===== config.mk =====
export PLATFORM = sky130hd
export DESIGN_NAME = wb_port_arbiter_flat
export DESIGN_NICKNAME = d
export VERILOG_FILES = /design/src/rtl/wb_port_arbiter_pkg.sv /design/src/rtl/wb_port_arbiter_if.sv /design/src/rtl/wb_sync_fifo.sv /design/src/rtl/wb_port_arbiter.sv /design/src/flat_wrapper.sv
export SDC_FILE = /design/constraint.sdc
export NUM_CORES = 1
export LEC_CHECK = 0
export CORE_ASPECT_RATIO = 0.9
export CORE_MARGIN = 10
export CORE_UTILIZATION = 35
export CTS_CLUSTER_DIAMETER = 150
export DETAILED_ROUTE_END_ITERATION = 7
export DONT_BUFFER_PORTS = 1
export RECOVER_POWER = 100
export SLEW_MARGIN = 20
export SYNTH_ARGS = -nofsm -noshare
export SYNTH_HDL_FRONTEND = slang
export SYNTH_HIERARCHICAL = 1
export SYNTH_SLANG_ARGS = --single-unit

===== constraint.sdc =====
create_clock -name clk -period 3.5 [get_ports clk]
set_input_delay 0.35 -clock clk [delete_from_list [all_inputs] [get_ports clk]]
set_output_delay 0.35 -clock clk [all_outputs]
set_load 0.02 [all_outputs]

===== src/rtl/wb_port_arbiter_pkg.sv =====
// Shared types and widths for the register-file writeback port arbiter.
package wb_port_arbiter_pkg;
  localparam int REG_ADDR_W = 5;
  localparam int XLEN       = 64;

  typedef struct packed {
    logic                  valid;
    logic [REG_ADDR_W-1:0] dst;
    logic [XLEN-1:0]       data;
  } wb_req_t;

  typedef struct packed {
    logic [REG_ADDR_W-1:0] dst;
    logic [XLEN-1:0]       data;
  } wb_entry_t;
endpackage


===== src/rtl/wb_port_arbiter_if.sv =====
// Writeback port bundle: scalar request, secondary result stream, register-file write.
interface wb_port_arbiter_if #(
    parameter int DEPTH = 4
);
    localparam int CNT_W = $clog2(DEPTH) + 1;

    logic                                      wb_valid;
    logic [wb_port_arbiter_pkg::REG_ADDR_W-1:0] wb_dst;
    logic [wb_port_arbiter_pkg::XLEN-1:0]       wb_data;
    logic                                      lr_valid;
    logic [wb_port_arbiter_pkg::REG_ADDR_W-1:0] lr_dst;
    logic [wb_port_arbiter_pkg::XLEN-1:0]       lr_data;
    logic                                      lr_ready;
    logic                                      pipe_stall;
    logic                                      rf_we;
    logic [wb_port_arbiter_pkg::REG_ADDR_W-1:0] rf_waddr;
    logic [wb_port_arbiter_pkg::XLEN-1:0]       rf_wdata;
    logic [CNT_W-1:0]                          fifo_count;

    modport master (
        output wb_valid, wb_dst, wb_data, lr_valid, lr_dst, lr_data,
        input  lr_ready, pipe_stall, rf_we, rf_waddr, rf_wdata, fifo_count
    );

    modport slave (
        input  wb_valid, wb_dst, wb_data, lr_valid, lr_dst, lr_data,
        output lr_ready, pipe_stall, rf_we, rf_waddr, rf_wdata, fifo_count
    );
endinterface


===== src/rtl/wb_sync_fifo.sv =====
// Synchronous FIFO of secondary writeback entries; head is read combinationally.
module wb_sync_fifo
    import wb_port_arbiter_pkg::*;
#(
    parameter int DEPTH = 4
) (
    input  logic                        clk,
    input  logic                        rstn,
    input  logic                        push,
    input  wb_entry_t                   wr_entry,
    input  logic                        pop,
    output wb_entry_t                   head,
    output logic [$clog2(DEPTH):0]      count
);
    localparam int PTR_W = $clog2(DEPTH);

    wb_entry_t        mem [DEPTH];
    logic [PTR_W-1:0] wr_ptr;
    logic [PTR_W-1:0] rd_ptr;

    always_ff @(posedge clk) begin
        if (push) mem[wr_ptr] <= wr_entry;
    end

    // Pointers wrap naturally since DEPTH is a power of two.
    always_ff @(posedge clk or negedge rstn) begin
        if (!rstn) begin
            wr_ptr <= '0;
            rd_ptr <= '0;
            count  <= '0;
        end else begin
            if (push) wr_ptr <= wr_ptr + 1'b1;
            if (pop)  rd_ptr <= rd_ptr + 1'b1;
            case ({push, pop})
                2'b10:   count <= count + 1'b1;
                2'b01:   count <= count - 1'b1;
                default: count <= count;
            endcase
        end
    end

    assign head = mem[rd_ptr];
endmodule


===== src/rtl/wb_port_arbiter.sv =====
// Arbitrates the single register-file write port between scalar WB and buffered secondary results.
module wb_port_arbiter
    import wb_port_arbiter_pkg::*;
#(
    parameter int DEPTH    = 4,
    parameter int MAX_WAIT = 4
) (
    input  logic              clk,
    input  logic              rstn,
    wb_port_arbiter_if.slave  bus
);
    localparam int CNT_W = $clog2(DEPTH) + 1;

    logic [CNT_W-1:0] count;
    logic [3:0]       starve_cnt;
    wb_entry_t        head;
    wb_entry_t        in_entry;
    wb_req_t          scalar;
    logic             nonempty;
    logic             push;
    logic             sec_grant;

    assign scalar   = '{valid: bus.wb_valid, dst: bus.wb_dst, data: bus.wb_data};
    assign in_entry = '{dst: bus.lr_dst, data: bus.lr_data};

    assign nonempty  = (count != '0);
    assign bus.lr_ready = (count != CNT_W'(DEPTH));
    assign push      = bus.lr_valid && bus.lr_ready;
    assign sec_grant = nonempty && (!scalar.valid || starve_cnt == 4'(MAX_WAIT));

    assign bus.pipe_stall = scalar.valid && sec_grant;
    assign bus.fifo_count = count;

    always_comb begin
        bus.rf_we    = 1'b0;
        bus.rf_waddr = '0;
        bus.rf_wdata = '0;
        if (sec_grant) begin
            bus.rf_we    = (head.dst != '0);
            bus.rf_waddr = head.dst;
            bus.rf_wdata = head.data;
        end else if (scalar.valid) begin
            bus.rf_we    = (scalar.dst != '0);
            bus.rf_waddr = scalar.dst;
            bus.rf_wdata = scalar.data;
        end
    end

    always_ff @(posedge clk or negedge rstn) begin
        if (!rstn) begin
            starve_cnt <= '0;
        end else if (!nonempty || sec_grant) begin
            starve_cnt <= '0;
        end else if (starve_cnt != 4'(MAX_WAIT)) begin
            starve_cnt <= starve_cnt + 1'b1;
        end
    end

    wb_sync_fifo #(.DEPTH(DEPTH)) u_fifo (
        .clk      (clk),
        .rstn     (rstn),
        .push     (push),
        .wr_entry (in_entry),
        .pop      (sec_grant),
        .head     (head),
        .count    (count)
    );
endmodule

===== src/flat_wrapper.sv =====
// flat-port wrapper written by rule: the top's interface ports become plain ports
module wb_port_arbiter_flat import wb_port_arbiter_pkg::*;
#(
    parameter int DEPTH    = 4,
    parameter int MAX_WAIT = 4
)
  (clk, rstn, bus_wb_valid, bus_wb_dst, bus_wb_data, bus_lr_valid, bus_lr_dst, bus_lr_data, bus_lr_ready, bus_pipe_stall, bus_rf_we, bus_rf_waddr, bus_rf_wdata, bus_fifo_count);
  wb_port_arbiter_if #(.DEPTH(DEPTH)) bus_i ();
  input  logic clk;
  input  logic rstn;
  input wire logic [$bits(bus_i.wb_valid)-1:0] bus_wb_valid;
  input wire logic [$bits(bus_i.wb_dst)-1:0] bus_wb_dst;
  input wire logic [$bits(bus_i.wb_data)-1:0] bus_wb_data;
  input wire logic [$bits(bus_i.lr_valid)-1:0] bus_lr_valid;
  input wire logic [$bits(bus_i.lr_dst)-1:0] bus_lr_dst;
  input wire logic [$bits(bus_i.lr_data)-1:0] bus_lr_data;
  output wire logic [$bits(bus_i.lr_ready)-1:0] bus_lr_ready;
  output wire logic [$bits(bus_i.pipe_stall)-1:0] bus_pipe_stall;
  output wire logic [$bits(bus_i.rf_we)-1:0] bus_rf_we;
  output wire logic [$bits(bus_i.rf_waddr)-1:0] bus_rf_waddr;
  output wire logic [$bits(bus_i.rf_wdata)-1:0] bus_rf_wdata;
  output wire logic [$bits(bus_i.fifo_count)-1:0] bus_fifo_count;
  assign bus_i.wb_valid = bus_wb_valid;
  assign bus_i.wb_dst = bus_wb_dst;
  assign bus_i.wb_data = bus_wb_data;
  assign bus_i.lr_valid = bus_lr_valid;
  assign bus_i.lr_dst = bus_lr_dst;
  assign bus_i.lr_data = bus_lr_data;
  assign bus_lr_ready = bus_i.lr_ready;
  assign bus_pipe_stall = bus_i.pipe_stall;
  assign bus_rf_we = bus_i.rf_we;
  assign bus_rf_waddr = bus_i.rf_waddr;
  assign bus_rf_wdata = bus_i.rf_wdata;
  assign bus_fifo_count = bus_i.fifo_count;
  wb_port_arbiter #(.DEPTH(DEPTH), .MAX_WAIT(MAX_WAIT)) u_core (.clk(clk), .rstn(rstn), .bus(bus_i));
endmodule

==> results.txt <==
Final setup viols -> 0
TritonCTS clock tree -> built
largest net degree at the start of global routing -> 74
Slowest-stage cell, CP -> clkbuf_4
Core ar. -> 0.0340 mm^2
Placement Setup Slack -> 1.03 ns
Wirelength per Cell -> 20.9 um
layout cells sized above 1 -> 0.173
Final WS setup -> 0.427 ns
RSZ-0062 raised after global routing -> false
fin crit share -> 0.878
TritonCTS Buffers -> 30
drt total wl -> 25400 um
Critical Path End Type -> output pin
outcome -> complete, no violations
drt first pass iters -> 4
WP buf/inv -> 1
area of the mapped netlist -> 0.0121 mm^2
clock sinks -> 287
Avg Cell Area, Syn -> 18.7 um^2
number of synthesized flops with an enable pin -> 276
Critical Path Fanout Max -> 30
Iter 0 DRT Violations -> 270
Vias -> 5758
IO Count -> 217
initial antenna violation count -> 2
Worst slew margin -> 0.208
Synth warnings -> 6
Pwr Density -> 804 mW/mm^2
Post-Route Utilization -> 0.413
Startpoint Class -> flip-flop
fmax -> 0.325 GHz
setup_tns -> 0 ns
CP top delay family -> multiplexers
final hold vios -> 0
die area -> 0.0424 mm^2
number of global-route vias before repair -> 6350
Core Rows -> 64
syn_nets -> 797
Setup CP Type -> flip-flop to output pin
Chip Width -> 216 um
leak pwr -> 5.02 nW
GPL Wtd Cong -> 0.670
post-route minimum period -> 3.07 ns
Worst-Margin Slew -> 1.19 ns
ys async rst share -> 0.0383
fillers -> 3073
final net count -> 881
number of port buffers -> 0
Post-DP HPWL -> 15800 um
top_reg_cell synth -> edfxtp_1
sequential area share after synthesis -> 0.708
Root Buffer -> clkbuf_16
Final ANT Viol Nets -> 0
post-synthesis cell count -> 647
Total GRT Usage -> 0.116
Max VDD drop -> 465 uV
DRC -> 0
Clock Pin Slew Worst Setup and Hold Paths -> 0.06 ns
Clock Tree Buf Depth -> 3
Max Cap Violations -> 0
Worst Path Arrival -> 2.72 ns
fin. max-slew vios -> 0
skew final -> 0.0132 ns
Max stage delay on crit path -> 0.65 ns
critical path required time -> 3.15 ns
P&R area growth vs syn -> 16.4%
Cell variety after synth -> 23
H-tree depth -> 1
global-route wire length before repair -> 38300 um
Clock Latency Late Sink -> 0.55 ns
post-CTS setup buffer count -> 0
GRT overflow -> 0
Die Height -> 196 um
Synth Register Bits -> 287
crit path cell chain -> clkbuf_4, mux4_2, nor2_1, mux2i_1
starting density of the core -> 0.355
via/cell ratio -> 4.73
internal reg-to-reg setup slack -> 0.44 ns
worst hold path class -> primary input to flip-flop
[placed cells by master, fill, tap and decap left out]
cell             n
edfxtp_1       276
inv_1           78
nand2_1         72
mux2i_1         71
dlygate4sd3_1   70
mux4_2          68
clkbuf_16       31
dfrtp_1         10
clkbuf_1         8
clkinv_2         7
nor2_1           7
ha_1             7
xor2_1           5
clkbuf_2         5
clkinv_1         4
buf_12           4
clkinvlp_4       3
xnor2_1          3
diode_2          2
bufinv_16        2
nand3b_1         2
and2_0           2
or4_1            2
o21ai_0          2
and2_4           2
and2_2           2
clkbuf_4         2
clkinv_4         1
nor3_1           1
a21oi_4          1
nand3_1          1
mux4_1           1
fa_1             1
buf_4            1
dfrtp_4          1
[metal layers]
metal,up-vias,global-route usage,part of all wire
li1,2619,-,-
met1,2918,0.149,0.43
met2,188,0.191,0.48
met3,31,0.0314,0.070
met4,2,0.0274,0.019
met5,-,0,0.00051
[cell usage after synthesis, drive strengths merged (3+ instances only)]
cell type | instances | area [um^2]
edfxtp | 276 | 8290
inv | 78 | 293
nand2 | 72 | 270
mux2i | 71 | 711
mux4 | 69 | 1560
buf | 24 | 358
dfrtp | 11 | 275
clkbuf | 8 | 30.0
ha | 7 | 87.6
nor2 | 7 | 26.3
and2 | 6 | 37.5
xor2 | 5 | 43.8
xnor2 | 3 | 26.3
[power by group]
part	switching [mW]	internal (mW)
registers	0.210	4.54
clock network	1.26	1.76
logic	2.18	1.37
[timing repair]
item                      in CTS  in global routing
hold endpoints to repair     287                  0
hold buffers                  70                  0
resized for setup              0                  0
[state kept, by name, summed over array words and instances, names as in the netlist]
signal / count
u_core/u_fifo/mem: 276
u_core/starve_cnt: 4
u_core/u_fifo/count: 3
u_core/u_fifo/rd_ptr: 2
u_core/u_fifo/wr_ptr: 2
[logic make-up (layout without fill, tap and decap cells)]
| group | count (synthesis) | after routing | synth area share |
|---|---|---|---|
| fa+ha+maj | 8 | 8 | 0.00890 |
| simple gates | 91 | 91 | 0.0314 |
| flops | 287 | 287 | 0.708 |
| other cells | 0 | 2 | 0 |
| buf+inv | 110 | 216 | 0.0563 |
| compound gates | 3 | 3 | 0.00155 |
| mux | 140 | 140 | 0.188 |
| xor+xnor | 8 | 8 | 0.00580 |
[layout make-up]
class | count | area, um^2 | share of cell area
tap | 462 | 578 | 0.0411
multi-input combinational | 250 | 2850 | 0.203
antenna | 2 | 5.00 | 0.000356
timing repair buffer | 84 | 836 | 0.0594
sequential | 287 | 8570 | 0.609
clock buffer | 37 | 798 | 0.0567
clock inverter | 17 | 141 | 0.0100
inverter | 78 | 293 | 0.0208
[worst paths after layout]
check / startpoint / to / cells past startpoint
max: u_core/u_fifo/rd_ptr[0]$_DFFE_PN0P_ / bus_rf_we / 4
min: bus_wb_valid / u_core/starve_cnt[1]$_DFFE_PN0P_ / 2
max reg2reg: u_core/u_fifo/count[0]$_DFFE_PN0P_ / u_core/u_fifo/mem[2][29]$_DFFE_PP_ / 5
min reg2reg: u_core/starve_cnt[0]$_DFFE_PN0P_ / u_core/starve_cnt[0]$_DFFE_PN0P_ / 1
max in group asynchronous: rstn / u_core/u_fifo/rd_ptr[1]$_DFFE_PN0P_ / 1
min in group asynchronous: rstn / u_core/u_fifo/wr_ptr[1]$_DFFE_PN0P_ / 1
[stage by stage]
| step | hold WS [ns] | power, mW | area [um^2] | cells |
|---|---|---|---|---|
| 2_1_floorplan | 0.0544 | 7.85 | 12100 | 647 |
| 3_3_place_gp | 0.0556 | 8.41 | 12500 | 1091 |
| 3_5_place_dp | 0.0556 | 8.45 | 12500 | 1091 |
| 4_1_cts | 0.0591 | 11.6 | 14100 | 1215 |
| 5_1_grt | 0.0926 | 12.0 | 14100 | 1216 |
| 6_report | 0.0917 | 11.3 | 14100 | 1217 |
Power figures use the tool's default switching activity.
